<file path="src/rtl/adc_sample_deserializer_pkg.sv">
// rtl/adc_sample_deserializer_pkg.sv - shared FSM encodings and ADC offset constants
//
// Purpose: definitions shared by the ADC front end and the output adder's
// signed-to-offset-binary conversion, so both sides use one offset constant.
// Contents:
//   state_t            2-bit frame FSM encoding (IDLE, SETUP, SHIFT, DONE)
//   ADC_DATA_BITS      number of data bits in one ADC conversion
//   ADC_OFFSET         offset-binary midscale code
//   offset_to_twos()   offset-binary to two's complement of the same width
package adc_sample_deserializer_pkg;

    typedef enum logic [1:0] {
        IDLE  = 2'd0,
        SETUP = 2'd1,
        SHIFT = 2'd2,
        DONE  = 2'd3
    } state_t;

    localparam int          ADC_DATA_BITS = 12;
    localparam logic [11:0] ADC_OFFSET    = 12'h800;

    // Subtracting the midscale code from an offset-binary word only flips
    // its MSB, so an XOR with the offset does the job without an adder.
    function automatic logic [11:0] offset_to_twos(input logic [11:0] d);
        return d ^ ADC_OFFSET;
    endfunction

endpackage

</file>
<file path="src/rtl/adc_sample_deserializer_sclk.sv">
// rtl/adc_sample_deserializer_sclk.sv - SCLK generator for the serial ADC interface
//
// Purpose: sclk_divider. Produces the ADC serial clock by toggling every DIV
// clk cycles while enabled; parked high whenever disabled.
// Ports:
//   clk      in   system clock
//   rst_n    in   asynchronous active-low reset
//   en       in   run the divider (frame FSM in SHIFT)
//   sclk     out  registered serial clock, idles high
//   rise_en  out  sclk goes 0->1 on the coming clk edge
//   fall_en  out  sclk goes 1->0 on the coming clk edge
module sclk_divider #(
    parameter int DIV = 4
) (
    input  logic clk,
    input  logic rst_n,
    input  logic en,
    output logic sclk,
    output logic rise_en,
    output logic fall_en
);

    localparam int            CW   = (DIV > 1) ? $clog2(DIV) : 1;
    localparam logic [CW-1:0] LAST = CW'(DIV - 1);

    logic [CW-1:0] cnt;
    logic          toggle;

    assign toggle  = en && (cnt == LAST);
    assign rise_en = toggle && !sclk;
    assign fall_en = toggle && sclk;

    // The count restarts from zero on every enable so the first fall lands
    // exactly DIV cycles after the FSM enters SHIFT.
    always_ff @(posedge clk or negedge rst_n) begin
        if (!rst_n) begin
            cnt  <= '0;
            sclk <= 1'b1;
        end else if (!en) begin
            cnt  <= '0;
            sclk <= 1'b1;
        end else if (toggle) begin
            cnt  <= '0;
            sclk <= ~sclk;
        end else begin
            cnt  <= cnt + 1'b1;
        end
    end

endmodule

</file>
<file path="src/rtl/adc_sample_deserializer.sv">
// rtl/adc_sample_deserializer.sv - serial ADC reader delivering signed samples to the band filters
//
// Purpose: on each sample tick, clocks one 16-bit frame (4 leading zeros +
// 12 offset-binary data bits, MSB first) out of the ADC, converts the data to
// a signed W-bit sample and strobes it to the low/mid/high band filters.
// Ports:
//   clk      in   system clock, rising edge
//   rst_n    in   asynchronous active-low reset; aborts any frame
//   tick     in   sample-rate strobe, starts a conversion from IDLE
//   sdata    in   ADC serial data, launched on SCLK falling edge
//   sclk     out  ADC serial clock, idles high
//   cs_n     out  ADC chip select, active-low
//   x        out  signed sample, held between valid pulses
//   x_valid  out  one-cycle pulse when x is updated
//   overrun  out  sticky: tick seen while a frame was in progress
module adc_sample_deserializer
    import adc_sample_deserializer_pkg::*;
#(
    parameter int W     = 23,
    parameter int NBITS = 16,
    parameter int DIV   = 4,
    parameter int FRAC  = 0
) (
    input  logic         clk,
    input  logic         rst_n,
    input  logic         tick,
    input  logic         sdata,
    output logic         sclk,
    output logic         cs_n,
    output logic [W-1:0] x,
    output logic         x_valid,
    output logic         overrun
);

    localparam int             BW         = $clog2(NBITS + 1);
    localparam int             SW         = (DIV > 1) ? $clog2(DIV) : 1;
    localparam logic [BW-1:0]  BITS_LAST  = BW'(NBITS);
    localparam logic [SW-1:0]  SETUP_LAST = SW'(DIV - 1);

    state_t                   state;
    state_t                   next_state;
    logic [BW-1:0]            bit_cnt;
    logic [SW-1:0]            setup_cnt;
    logic [ADC_DATA_BITS-1:0] shreg;
    logic                     rise_en;
    logic                     fall_en;
    logic                     setup_done;
    logic                     last_rise;
    logic                     start;
    logic                     shift_active;
    logic                     capture;
    logic [ADC_DATA_BITS-1:0] d_twos;
    logic [W-1:0]             sample_w;

    sclk_divider #(
        .DIV (DIV)
    ) u_sclk_divider (
        .clk     (clk),
        .rst_n   (rst_n),
        .en      (shift_active),
        .sclk    (sclk),
        .rise_en (rise_en),
        .fall_en (fall_en)
    );

    // bit_cnt counts bits launched by the ADC (SCLK falls); the frame ends
    // on the rise that samples the last launched bit.
    assign setup_done = (setup_cnt == SETUP_LAST);
    assign last_rise  = rise_en && (bit_cnt == BITS_LAST);

    always_ff @(posedge clk or negedge rst_n) begin
        if (!rst_n) begin
            state <= IDLE;
        end else begin
            state <= next_state;
        end
    end

    always_comb begin
        next_state = state;
        case (state)
            IDLE:    if (tick)       next_state = SETUP;
            SETUP:   if (setup_done) next_state = SHIFT;
            SHIFT:   if (last_rise)  next_state = DONE;
            DONE:                    next_state = IDLE;
            default:                 next_state = IDLE;
        endcase
    end

    always_comb begin
        start        = 1'b0;
        shift_active = 1'b0;
        capture      = 1'b0;
        case (state)
            IDLE:    start        = tick;
            SHIFT:   shift_active = 1'b1;
            DONE:    capture      = 1'b1;
            default: ;
        endcase
    end

    // Only the low 12 bits are kept: the leading frame bits shift off the
    // top and are never looked at.
    assign d_twos   = offset_to_twos(shreg);
    assign sample_w = {{(W - ADC_DATA_BITS){d_twos[ADC_DATA_BITS-1]}}, d_twos} << FRAC;

    always_ff @(posedge clk or negedge rst_n) begin
        if (!rst_n) begin
            setup_cnt <= '0;
            bit_cnt   <= '0;
            shreg     <= '0;
            cs_n      <= 1'b1;
            x         <= '0;
            x_valid   <= 1'b0;
            overrun   <= 1'b0;
        end else begin
            setup_cnt <= (state == SETUP && !setup_done) ? setup_cnt + 1'b1 : '0;

            if (start) begin
                bit_cnt <= '0;
                shreg   <= '0;
            end else begin
                if (fall_en) begin
                    bit_cnt <= bit_cnt + 1'b1;
                end
                if (rise_en) begin
                    shreg <= {shreg[ADC_DATA_BITS-2:0], sdata};
                end
            end

            // Registered from next_state so chip select never glitches on
            // a state decode.
            cs_n    <= (next_state == IDLE);
            x_valid <= capture;
            if (capture) begin
                x <= sample_w;
            end

            // A tick in DONE is still part of the frame, so it is an overrun.
            if (tick && state != IDLE) begin
                overrun <= 1'b1;
            end
        end
    end

endmodule
</file>
<file path="config.mk">
export PLATFORM = sky130hd
export DESIGN_NAME = adc_sample_deserializer
export DESIGN_NICKNAME = d
export VERILOG_FILES = /design/src/rtl/adc_sample_deserializer_pkg.sv /design/src/rtl/adc_sample_deserializer_sclk.sv /design/src/rtl/adc_sample_deserializer.sv
export SDC_FILE = /design/constraint.sdc
export NUM_CORES = 1
export LEC_CHECK = 0
export ABC_AREA = 1
export BUFFER_PORTS_ARGS = -buffer_cell sky130_fd_sc_hd__buf_2
export CAP_MARGIN = 15
export CORE_ASPECT_RATIO = 0.75
export CORE_UTILIZATION = 55
export CTS_CLUSTER_DIAMETER = 120
export CTS_CLUSTER_SIZE = 10
export DETAILED_ROUTE_END_ITERATION = 6
export PLACE_DENSITY = 0.78
export SYNTH_ARGS = -nofsm -noshare
export SYNTH_HDL_FRONTEND = slang
export SYNTH_HIERARCHICAL = 1
export SYNTH_SLANG_ARGS = --single-unit
</file>
<file path="constraint.sdc">
create_clock -name clk -period 2.2 [get_ports clk]
set_clock_uncertainty 0.2 [all_clocks]
set_input_delay 0.22 -clock clk [delete_from_list [all_inputs] [get_ports clk]]
set_output_delay 0.22 -clock clk [all_outputs]
set_load 0.1 [all_outputs]
</file>
# [After elaboration in Yosys (flattened, before gate mapping)]
# Cells that the tools add are included.
[classes] n_addsub=3 eq_ne=7 muxes=16 bitwise_logic=2 reduce_logical=13
[ops] cell="12-bit 2-to-1 mux" count=2
[ops] cell="2-bit 2-to-1 mux" count=6
[ops] cell="5-bit 2-to-1 mux" count=2
[ops] cell="2-bit == test, second input constant" count=4
[ops] cell="2-bit one-hot mux with 4 select lines" count=1
[ops] cell="1-bit logical AND" count=6
[ops] cell="2-bit nonzero test" count=3
[ops] cell="5-bit by 1-bit adder with 5-bit output, second input constant" count=1
[ops] cell="5-bit == test, second input constant" count=1
[ops] cell="1-bit 2-to-1 mux" count=5
[ops] cell="2-bit by 1-bit adder with 2-bit output, second input constant" count=2
[ops] cell="2-bit logical NOT" count=2
[ops] cell="2-bit by 1-bit == test with 1-bit output, second input constant" count=1
[ops] cell="1-bit logical NOT" count=2
[ops] cell="2-bit inequality test, second input constant" count=1
[ops] cell="1-bit inverter" count=2
[word_totals] register_bits=39 inputBits=4 out_inout_bits=27 wordCells=51

# [Longest topological paths before layout]
# Gate-level depths: netlist of run 1.
[logic_depth] depth_word=8 depth_mapped=11 mapped_depth_nobuf=10

# [Cells and area by module]
# The synthesis of run 1 kept the hierarchy.
[by_module_without_submodules] module="adc_sample_deserializer" n_inst=1 cells_per_inst=190 area_per_inst_um2=1700.4 seq_area_each_um2=902.1
[by_module_without_submodules] module="sclk_divider" n_inst=1 cells_per_inst=16 area_per_inst_um2=135.1 seq_area_each_um2=76.3

# [Worst setup path before layout of run 1]
# No wires, ideal clock.
[synth_timing] kind="register -> register" startpoint="register u_sclk_divider.sclk" endpoint="register bit_cnt[4]" setup_ps=119 arrival_time_ps=1609 t_required_ps=1881 path_slack_ps=272 stages_incl_launch_ff=8 path_buffers=0 synth_period_minus_slack_ps=1928 path_cell_list="dfstp_2 nand2_1 nor2_1 nand2_1 nor2_1 nand3_1 nand2_1 nor2_1"
[synth_via] elab_chain_cells=2
[synth_lines] element="start, declared" line_no="adc_sample_deserializer_sclk.sv:18" text="output logic sclk,"
[synth_lines] element="start signal, assigned" line_no="adc_sample_deserializer_sclk.sv:44" text="sclk <= ~sclk;"
[synth_lines] element="1-bit logical AND" line_no="adc_sample_deserializer_sclk.sv:31" text="assign fall_en = toggle && sclk;"
[synth_lines] element="named net fall_en" line_no="adc_sample_deserializer.sv:46" text="logic fall_en;"
[synth_lines] element="2-bit nonzero test (no source line)"
[synth_lines] element="end signal, assigned" line_no="adc_sample_deserializer.sv:124" text="bit_cnt <= bit_cnt + 1'b1;"
[synth_lines] element="end, declared" line_no="adc_sample_deserializer.sv:42" text="logic [BW-1:0] bit_cnt;"
# The timed path passes the listed nets, and every way through them passes these cells.
# A chain may end at the register's enable or synchronous reset.

# [Worst setup path after layout of run 1]
[layout_timing] startpoint="register state[0]" endpoint="register bit_cnt[4]"
[layout_via] elab_chain_cells=5 elab_cells_between_ends=8 cone_classes="eq/ne (1); mux (3); reduce/logical (4)"
[layout_lines] element="start, declared" line_no="adc_sample_deserializer.sv:40" text="state_t state;"
[layout_lines] element="start signal, assigned" line_no="adc_sample_deserializer.sv:75" text="state <= next_state;"
[layout_lines] element="2-bit == test" line_no="adc_sample_deserializer.sv:94" text="case (state)"
[layout_lines] element="1-bit 2-to-1 mux" line_no="adc_sample_deserializer.sv:94"
[layout_lines] element="named net shift_active" line_no="adc_sample_deserializer.sv:50" text="logic shift_active;"
[layout_lines] element="1-bit logical AND" line_no="adc_sample_deserializer_sclk.sv:29" text="assign toggle = en && (cnt == LAST);"
[layout_lines] element="1-bit logical AND" line_no="adc_sample_deserializer_sclk.sv:31"
[layout_lines] element="named net fall_en" line_no="adc_sample_deserializer.sv:46"
[layout_lines] element="2-bit nonzero test (no source line)"
# The timed path passes the listed nets, and every way through them passes these cells.

==> impl_metrics.json, run 1 <==
{
  "slew_viol_final": 0,
  "cap_violations": 0,
  "power_mw": 1.21,
  "antenna_left": 0,
  "period_needed_ps": 1850,
  "finalHoldViolCount": 0,
  "ys.warnings.count": 6,
  "fin_crit_sh_pct": 84.3,
  "overflow": 0,
  "tightest_slew_ps": 814,
  "first_pass_iters": 4,
  "grt_pass1_wl_um": 4600,
  "place_inst": 258,
  "drt_first_iter_violations": 89,
  "p_comb_share_pct": 2.4,
  "die_area_um2": 3570,
  "wl_met2_um": 1140,
  "synth_nets": 214,
  "die_w_um": 68.7,
  "min_from": "sdata",
  "cts.sinks": 39,
  "synth_top_family_by_area": "simple AND/OR/NAND/NOR gates",
  "min-delay-path-class": "input pin to flip-flop",
  "status": "completed",
  "cts_root_buffer": "clkbuf_8",
  "p_sw_mw": 0.261,
  "remaining_drc_errors": 0,
  "clock_path_buffers": 2,
  "leakagePower_nw": 1.17,
  "synth_cell_types": 20,
  "clockPowerShare_pct": 37.9,
  "seqPwrFrac_pct": 59.7,
  "fin_util_pct": 65.2,
  "layout-drive-gt1-share_pct": 24.3,
  "route.met3.wl_um": 167,
  "intPower_mw": 0.951,
  "vdd_drop_max_mv": 0.399,
  "ys.flop_type": "dfrtp_1",
  "yosys.area.top_type": "dfrtp_1",
  "rows": 17,
  "maxSlewHeadroom_pct": 45.8,
  "final.setup.tns_ps": 0,
  "die_y_um": 52.0,
  "arrival_ps": 1840,
  "switching_share_pct": 21.5,
  "grt_max_degree": 40,
  "syn_avg_cell_area_um2": 8.91,
  "yosys.area_share.adder_pct": 2.73,
  "wl_met1_um": 1400,
  "crit_start": "state[0]",
  "rsz0062_at_grt": "no",
  "io_pins": 31,
  "worstPathRequired_ps": 2180,
  "detailed_place_hpwl_um": 1830,
  "instances_no_fill": 268,
  "synth_compound_area_share_pct": 11.0,
  "cts-htree-levels": 2,
  "crit_path_max_fanout": 5,
  "cts_tree": "yes",
  "antenna_found_initial": 0,
  "cts.repair.resized": 0,
  "worst_setup_path_start_kind": "flip-flop",
  "cts_buffers": 5,
  "power_density_nw_per_um2": 607,
  "routed_wl_um": 2760,
  "synth_top_area_share_pct": 50.4,
  "vias": 1244,
  "synth_edf_count": 0,
  "synthTopCellsByArea": "dfrtp_1, nand2_1, inv_1, o21ai_2, buf_4",
  "ys_seq_area_share_pct": 53.3,
  "syn-instance-count": 206,
  "max_clock_freq_mhz": 540,
  "coreArea_um2": 3060,
  "layout_common_cells": "nand2_1, inv_1, dfrtp_1",
  "place_congestion": 0.735,
  "r2r_start": "state[0]",
  "io_buffer_count": 30,
  "clk_pin_slew_ps": 70,
  "first_global_vias": 1065,
  "top_layer": "met4",
  "async_flop_share_pct": 100,
  "layout_commonest_cell": "nand2_1",
  "ys_seq_elements": 39,
  "clkLatencyLatePin_ps": 290,
  "avgRoutedWirePerCell_um": 10.3,
  "start_util_pct": 59.9,
  "cp-end-kind": "flip-flop",
  "whs_ps": 39.9,
  "muxShareOfSynthArea_pct": 0,
  "path_class": "flip-flop to flip-flop",
  "setup_violations": 0,
  "syn-cell-area_um2": 1840,
  "antenna-diode-count": 0,
  "nNetsFinal": 237,
  "yosys.area_share.simple_pct": 16.6,
  "syn2layout_area_growth_pct": 8.86,
  "synth-xor-area-share_pct": 0.477,
  "grt_usage_pct": 18.9,
  "via_per_inst": 4.64
}
==> layer usage <==
metal	up-vias	track usage (%)
met1	558	24.5
met5	-	0
met3	5	8.55
li1	654	-
met2	27	26.6
met4	0	9.18
==> worst paths after layout <==
kind	slack [ps]	endpoint	cells after the start
max	350	bit_cnt[4]	10
min	40	shreg[0]	5
max reg2reg	350	bit_cnt[4]	10
min reg2reg	230	setup_cnt[0]	1
max in group asynchronous	920	x[11]	2
min in group asynchronous	360	x[5]	2
==> worst max-delay path, cell delays in order (launching register included) <==
cell     delay (ps)
dfrtp_1         430
inv_1            70
nand2_1          80
inv_1           120
nand2_1          80
nor2_1          270
nand2_1         150
nor2_1          140
nand3_1          80
nand2_1          70
nor2_1           40
==> cell families (layout without fill, tap and decap cells) <==
family,count (synthesis),after routing
and+or+nand+nor,75,75
buffers and inverters,56,80
DFF,39,39
AOI/OAI and AO/OA,31,31
adders and majority gates,4,4
xor gates and xnor gates,1,1
==> cell type report <==
cell class,instances,area (um^2)
tap,38,47.5
timing repair buffer,33,178
clock buffer,7,76.3
sequential,39,978
inverter,39,146
clock inverter,1,5.00
fill,277,1060
multi-input combinational,111,567
==> registers in the layout (all words and copies together), names as in the netlist <==
signal and count:
shreg 12, bit_cnt 5, setup_cnt 2, x 12
overrun 1, u_sclk_divider/sclk 1, x_valid 1, cs_n 1
u_sclk_divider/cnt 2, state 2
==> metrics by stage <==
stage,area [um^2],setup WS [ps]
2_1_floorplan,1840,272
3_3_place_gp,1900,473
3_5_place_dp,1900,370
4_1_cts,2000,355
5_1_grt,2000,182
6_report,2000,346
==> synth_stat cells (2+ instances only) <==
cell type / instances
nand2_1: 53
inv_1: 39
dfrtp_1: 37
nor2_1: 12
o21ai_0: 12
o21ai_2: 12
buf_4: 11
buf_6: 5
ha_1: 4
nand3_1: 4
a21oi_1: 3
o21ai_1: 3
dfstp_2: 2
nand2_2: 2
nor2_2: 2
==> power by group through the flow <==
stage	Clock (mW)	Sequential [mW]	Combinational, mW
3_5_place_dp	0	0.738	0.0278
4_1_cts	0.480	0.724	0.0304
5_1_grt	0.511	0.724	0.0349
3_3_place_gp	0	0.738	0.0272
6_report	0.459	0.724	0.0290
2_1_floorplan	0	0.737	0.00859
==> timing repair <==
action / CTS / global route
endpoints found under the hold margin: 38 / 0
buffers inserted: 0 / 0
hold buffers: 2 / 0
No activity file was read; power rests on OpenSTA's default activity.
==> run 2: changes to the inputs <==
==> constraint.sdc (replaced) <==
create_clock -name clk -period 1.77 [get_ports clk]
set_clock_uncertainty 0.2 [all_clocks]
set_input_delay 0.177 -clock clk [delete_from_list [all_inputs] [get_ports clk]]
set_output_delay 0.177 -clock clk [all_outputs]
set_load 0.1 [all_outputs]
==> run 2 against run 1 <==
  * Global-route usage decreased by 0.23 points
  * Final cell count rose by 3.4%
  * Utilization grew 3.6 points
  * Via count is 1.6% higher
  * Largest cell class unchanged
  * Wire length up 2.9%
  * Critical endpoint is now sclk
  * Cell area up 5.4%
  * Sequential power increased by 24%
  * Highest routed layer unchanged
==> impl_metrics.json, run 2 (synthesized netlist as in run 1, its figures left out) <==
{
  "status": "completed",
  "start_util_pct": 59.9,
  "antenna-diode-count": 0,
  "maxSlewHeadroom_pct": 67.7,
  "grt_usage_pct": 18.6,
  "rsz0062_at_grt": "no",
  "leakagePower_nw": 1.22,
  "period_needed_ps": 1710,
  "fin_util_pct": 68.8,
  "place_congestion": 0.788,
  "vias": 1264,
  "routed_wl_um": 2840,
  "max_clock_freq_mhz": 584,
  "overflow": 0,
  "min-delay-path-class": "input pin to asynchronous set/reset pin",
  "cts_root_buffer": "clkbuf_8",
  "grt_use_met2_pct": 26.8,
  "remaining_drc_errors": 0,
  "layout_commonest_cell": "nand2_1",
  "regArea_um2": 983,
  "largestRegisters": "shreg (12), x (12), bit_cnt (5)",
  "vdd_drop_max_mv": 0.443,
  "grt-busiest-layer": "met2",
  "drt_first_iter_violations": 59,
  "power_density_nw_per_um2": 750,
  "die_y_um": 52.0,
  "cap_violations": 0,
  "use_met1_pct": 26.6,
  "setup_violations": 0,
  "antenna_found_initial": 0,
  "slew_viol_final": 0,
  "worst_setup_path_start_kind": "flip-flop",
  "arrival_ps": 1330,
  "first_global_vias": 1077,
  "path_delay_family": "flip-flops",
  "power_mw": 1.58,
  "worstPathCellList": "buf_2",
  "path_class": "flip-flop to output port",
  "clk_pin_slew_ps": 70,
  "avgRoutedWirePerCell_um": 10.3,
  "first_pass_iters": 4,
  "coreArea_um2": 3060,
  "worst-path-buf-inv": 1,
  "fin_crit_sh_pct": 96.7,
  "antenna_left": 0,
  "io_buffer_count": 30,
  "worstPathRequired_ps": 1390,
  "cts-htree-levels": 2,
  "rows": 17,
  "die_area_um2": 3570,
  "cts_tree": "yes",
  "layout-drive-gt1-share_pct": 28.5,
  "nNetsFinal": 246,
  "crit_path_top_delay_cell": "dfstp_4",
  "clock_path_buffers": 2,
  "grt_pass1_wl_um": 4730,
  "multiInputGateArea_um2": 569,
  "via_per_inst": 4.56,
  "layout_common_cells": "nand2_1, inv_1, dfrtp_1",
  "finalHoldViolCount": 0,
  "tightest_slew_ps": 488,
  "nFillCells": 250,
  "grtUsageMet3_pct": 5.26,
  "clkLatencyLatePin_ps": 290,
  "cts_buffers": 5,
  "syn2layout_area_growth_pct": 14.8,
  "grt_max_degree": 26,
  "detailed_place_hpwl_um": 2070,
  "io_pins": 31,
  "die_w_um": 68.7,
  "cts.sinks": 39,
  "cp-end-kind": "output port",
  "cp_slowest_stage_delay_ps": 620,
  "crit_path_max_fanout": 4
}
## run 2: layer usage
layer	share of wire, %	wire, um
met4	1.9	55
met1	49	1390
met5	0	0
met2	45	1280
met3	4.2	120
## run 2: path summary, 6_finish.rpt
kind	start	endpoint	slack, ps	cells past startpoint
max in group asynchronous	rst_n	cs_n	710	3
min in group clk	u_sclk_divider/cnt[0]	u_sclk_divider/cnt[0]	230	1
hold reg to reg	u_sclk_divider/cnt[0]	u_sclk_divider/cnt[0]	230	1
setup reg to reg	state[1]	cs_n	180	10
hold / removal	rst_n	bit_cnt[4]	110	2
setup / recovery	u_sclk_divider/sclk	sclk	60	1
## run 2: per-stage QoR
| stage | instances | cell area [um^2] | TNS (ps) | hold WS (ps) | worst slack, ps |
|---|---|---|---|---|---|
| CTS | 275 | 2090 | 0 | 120 | 49.9 |
| floorplan | 206 | 1840 | -48.4 | -319 | -48.4 |
| global route | 277 | 2110 | 0 | 145 | 14.5 |
| detailed placement | 264 | 1960 | 0 | -105 | 164 |
| finish | 277 | 2110 | 0 | 110 | 58.4 |
| global placement | 264 | 1960 | 0 | -104 | 222 |
## run 2: timing repair
item | CTS | global route
hold buffers | 3 | 0
resized for setup | 0 | 2
endpoints found under the setup margin | 0 | 3
setup buffers | 0 | 2
endpoints found under the hold margin | 41 | 0
## run 2: area by class of cell
cell class / count / share of cell area, %
clock buffers: 8 / 4.75
flip-flops and latches: 39 / 46.7
repair buffers: 42 / 12.4
inverters: 39 / 6.95
well taps: 38 / 2.26
multi-input cells: 111 / 27.0
## run 2: worst reg2reg max path, cell delays in order (launching register included)
cell     delay [ps]
dfrtp_1         410
nand2_1         130
inv_2           100
nand2_1          60
nor2_1          120
buf_4           180
nand2_1          60
nor2_1          100
nand2_1          70
nand2_2          80
nor2_2           40
## run 2: power by group
group | leakage (nW) | internal (mW) | switching, mW | total, mW
registers | 0.490 | 0.897 | 0.00295 | 0.900
clock network | 0.0515 | 0.355 | 0.284 | 0.639
logic | 0.682 | 0.0135 | 0.0278 | 0.0413
==> run 3: changes to the inputs <==
--- a/config.mk
+++ b/config.mk
@@ -9,11 +9,10 @@
 export BUFFER_PORTS_ARGS = -buffer_cell sky130_fd_sc_hd__buf_2
 export CAP_MARGIN = 15
 export CORE_ASPECT_RATIO = 0.75
-export CORE_UTILIZATION = 55
+export CORE_UTILIZATION = 39
 export CTS_CLUSTER_DIAMETER = 120
 export CTS_CLUSTER_SIZE = 10
 export DETAILED_ROUTE_END_ITERATION = 6
-export PLACE_DENSITY = 0.78
 export SYNTH_ARGS = -nofsm -noshare
 export SYNTH_HDL_FRONTEND = slang
 export SYNTH_HIERARCHICAL = 1
==> run 3 against run 2 <==
  * First-iteration DRC count up 37%
  * Utilization down 22 points
  * Combinational power about the same
  * Wire length up 3.3%
  * Count of clock-buffer cells in the layout unchanged
  * Fmax down 0.90%
  * Clock power up 3%
  * Critical path type unchanged
  * Largest power group unchanged
  * Highest routed layer unchanged
==> impl_metrics.json, run 3 (synthesized netlist as in run 1, its figures left out) <==
{
  "layout_common_cells": "nand2_1, inv_1, dfrtp_1",
  "crit_path_max_fanout": 4,
  "worst-path-buf-inv": 1,
  "cts-htree-levels": 2,
  "holdPathStages": 1,
  "cp_slowest_stage_delay_ps": 630,
  "via_per_inst": 4.27,
  "vdd_drop_max_mv": 0.258,
  "largestRegisters": "shreg (12), x (12), bit_cnt (5)",
  "coreArea_um2": 4490,
  "rr_worst_depth": 8,
  "max_clock_freq_mhz": 579,
  "maxSlewHeadroom_pct": 54.3,
  "place_congestion": 0.737,
  "cts_root_buffer": "clkbuf_8",
  "antenna_found_initial": 0,
  "place_inst": 283,
  "setup_violations": 0,
  "post_cts_buffers": 0,
  "cts.sinks": 39,
  "avgRoutedWirePerCell_um": 9.99,
  "crit_path_top_delay_cell": "dfstp_4",
  "clk_pin_slew_ps": 70,
  "crit_end": "sclk",
  "finalHoldViolCount": 0,
  "cts_buffers": 5,
  "p_comb_share_pct": 2.6,
  "fin_crit_sh_pct": 97.6,
  "nFillCells": 443,
  "syn2layout_area_growth_pct": 15.3,
  "r2r_start": "state[1]",
  "cp-end-kind": "output port",
  "io_pins": 31,
  "period_needed_ps": 1730,
  "r2r_end": "shreg[9]",
  "tightest_slew_ps": 686,
  "die_w_um": 81.2,
  "arrival_ps": 1350,
  "cts_tree": "yes",
  "wl_met1_um": 1560,
  "regArea_um2": 983,
  "layout-drive-gt1-share_pct": 27.4,
  "post-place-ws_ps": 181,
  "slew_viol_final": 0,
  "switching_share_pct": 20.8,
  "clock_path_buffers": 2,
  "path_depth": 1,
  "multiInputGateArea_um2": 569,
  "r2r_slack_ps": 210,
  "min-delay-path-class": "flip-flop to flip-flop",
  "routed_wl_um": 2940,
  "worstPathCellList": "buf_2",
  "instances_no_fill": 294,
  "grt_max_degree": 32,
  "clockPowerShare_pct": 41.1,
  "setup_ws_ps": 42.8,
  "vias": 1254,
  "remaining_drc_errors": 0,
  "io_buffer_count": 30,
  "worst_setup_path_start_kind": "flip-flop",
  "leakagePower_nw": 1.22,
  "path_class": "flip-flop to output port",
  "first_pass_iters": 3,
  "worstPathRequired_ps": 1390,
  "antenna-diode-count": 0,
  "start_util_pct": 40.9,
  "layout_commonest_cell": "nand2_1",
  "die_area_um2": 4990,
  "top_layer": "met4",
  "grt_pass1_wl_um": 5050,
  "antenna_left": 0,
  "p_sw_mw": 0.333,
  "wl_met2_um": 1210,
  "drt_first_iter_violations": 81,
  "path_delay_family": "flip-flops",
  "route.met3.wl_um": 125,
  "status": "completed",
  "die_y_um": 61.4,
  "first_global_vias": 1111,
  "rows": 21,
  "seqPwrFrac_pct": 56.3,
  "crit_start": "u_sclk_divider/sclk",
  "nNetsFinal": 244,
  "power_density_nw_per_um2": 755,
  "cap_violations": 0,
  "overflow": 0,
  "clkLatencyLatePin_ps": 290,
  "grt_usage_pct": 14.2,
  "detailed_place_hpwl_um": 2010,
  "rsz0062_at_grt": "no",
  "intPower_mw": 1.27
}
[run 3: changes by cell type in the layout (fill, tap and decap cells not counted), sizes merged]
cell	change
buf	-2
[run 3: routing by layer]
layer | global-route usage, % | up-vias
li1 | - | 667
met4 | 5.36 | 0
met2 | 21.0 | 22
met1 | 18.8 | 561
met5 | 0 | -
met3 | 5.78 | 4
[run 3: final cells by class]
cell class | count | area share, %
Tap cell | 57 | 3.37
Clock buffer | 8 | 4.73
Inverter | 39 | 6.92
Multi-Input combinational cell | 111 | 26.9
Timing Repair Buffer | 40 | 11.6
Sequential cell | 39 | 46.5
[run 3: through the flow]
stage	hold WS [ps]	TNS [ps]	utilization, %	power [mW]	area, um^2
CTS	236	0	47.0	1.63	2110
global placement	57.2	0	44.1	0.955	1980
detailed placement	61.4	0	44.1	0.955	1980
finish	229	0	47.1	1.60	2120
floorplan	-319	-48.4	-	0.927	1840
global route	267	0	47.1	1.67	2120
[run 3: timing repair]
item | in CTS | in global routing
gates resized for setup | 0 | 1
endpoints found under the setup margin | 0 | 1
hold endpoints to repair | 30 | 0
hold buffers | 3 | 0
[run 3: how the worst min path moves through the flow]
| stage | start | endpoint | slack (ps) |
|---|---|---|---|
| 6_report | u_sclk_divider/cnt[0] | u_sclk_divider/cnt[0] | 230 |
| 3_3_place_gp | rst_n | x[9] | 60 |
| 2_1_floorplan | rst_n | bit_cnt[0] | -320 |
| 3_5_place_dp | rst_n | shreg[11] | 60 |
| 4_1_cts | u_sclk_divider/cnt[0] | u_sclk_divider/cnt[0] | 240 |
| 5_1_grt | u_sclk_divider/cnt[0] | u_sclk_divider/cnt[0] | 270 |
[run 3: power by group through the flow]
stage	Clock (mW)	Combinational, mW	Sequential [mW]
after global routing	0.723	0.0492	0.900
final	0.657	0.0413	0.900
after global placement	0	0.0381	0.917
after detailed placement	0	0.0384	0.917
after CTS	0.691	0.0433	0.899
after floorplan	0	0.0107	0.916
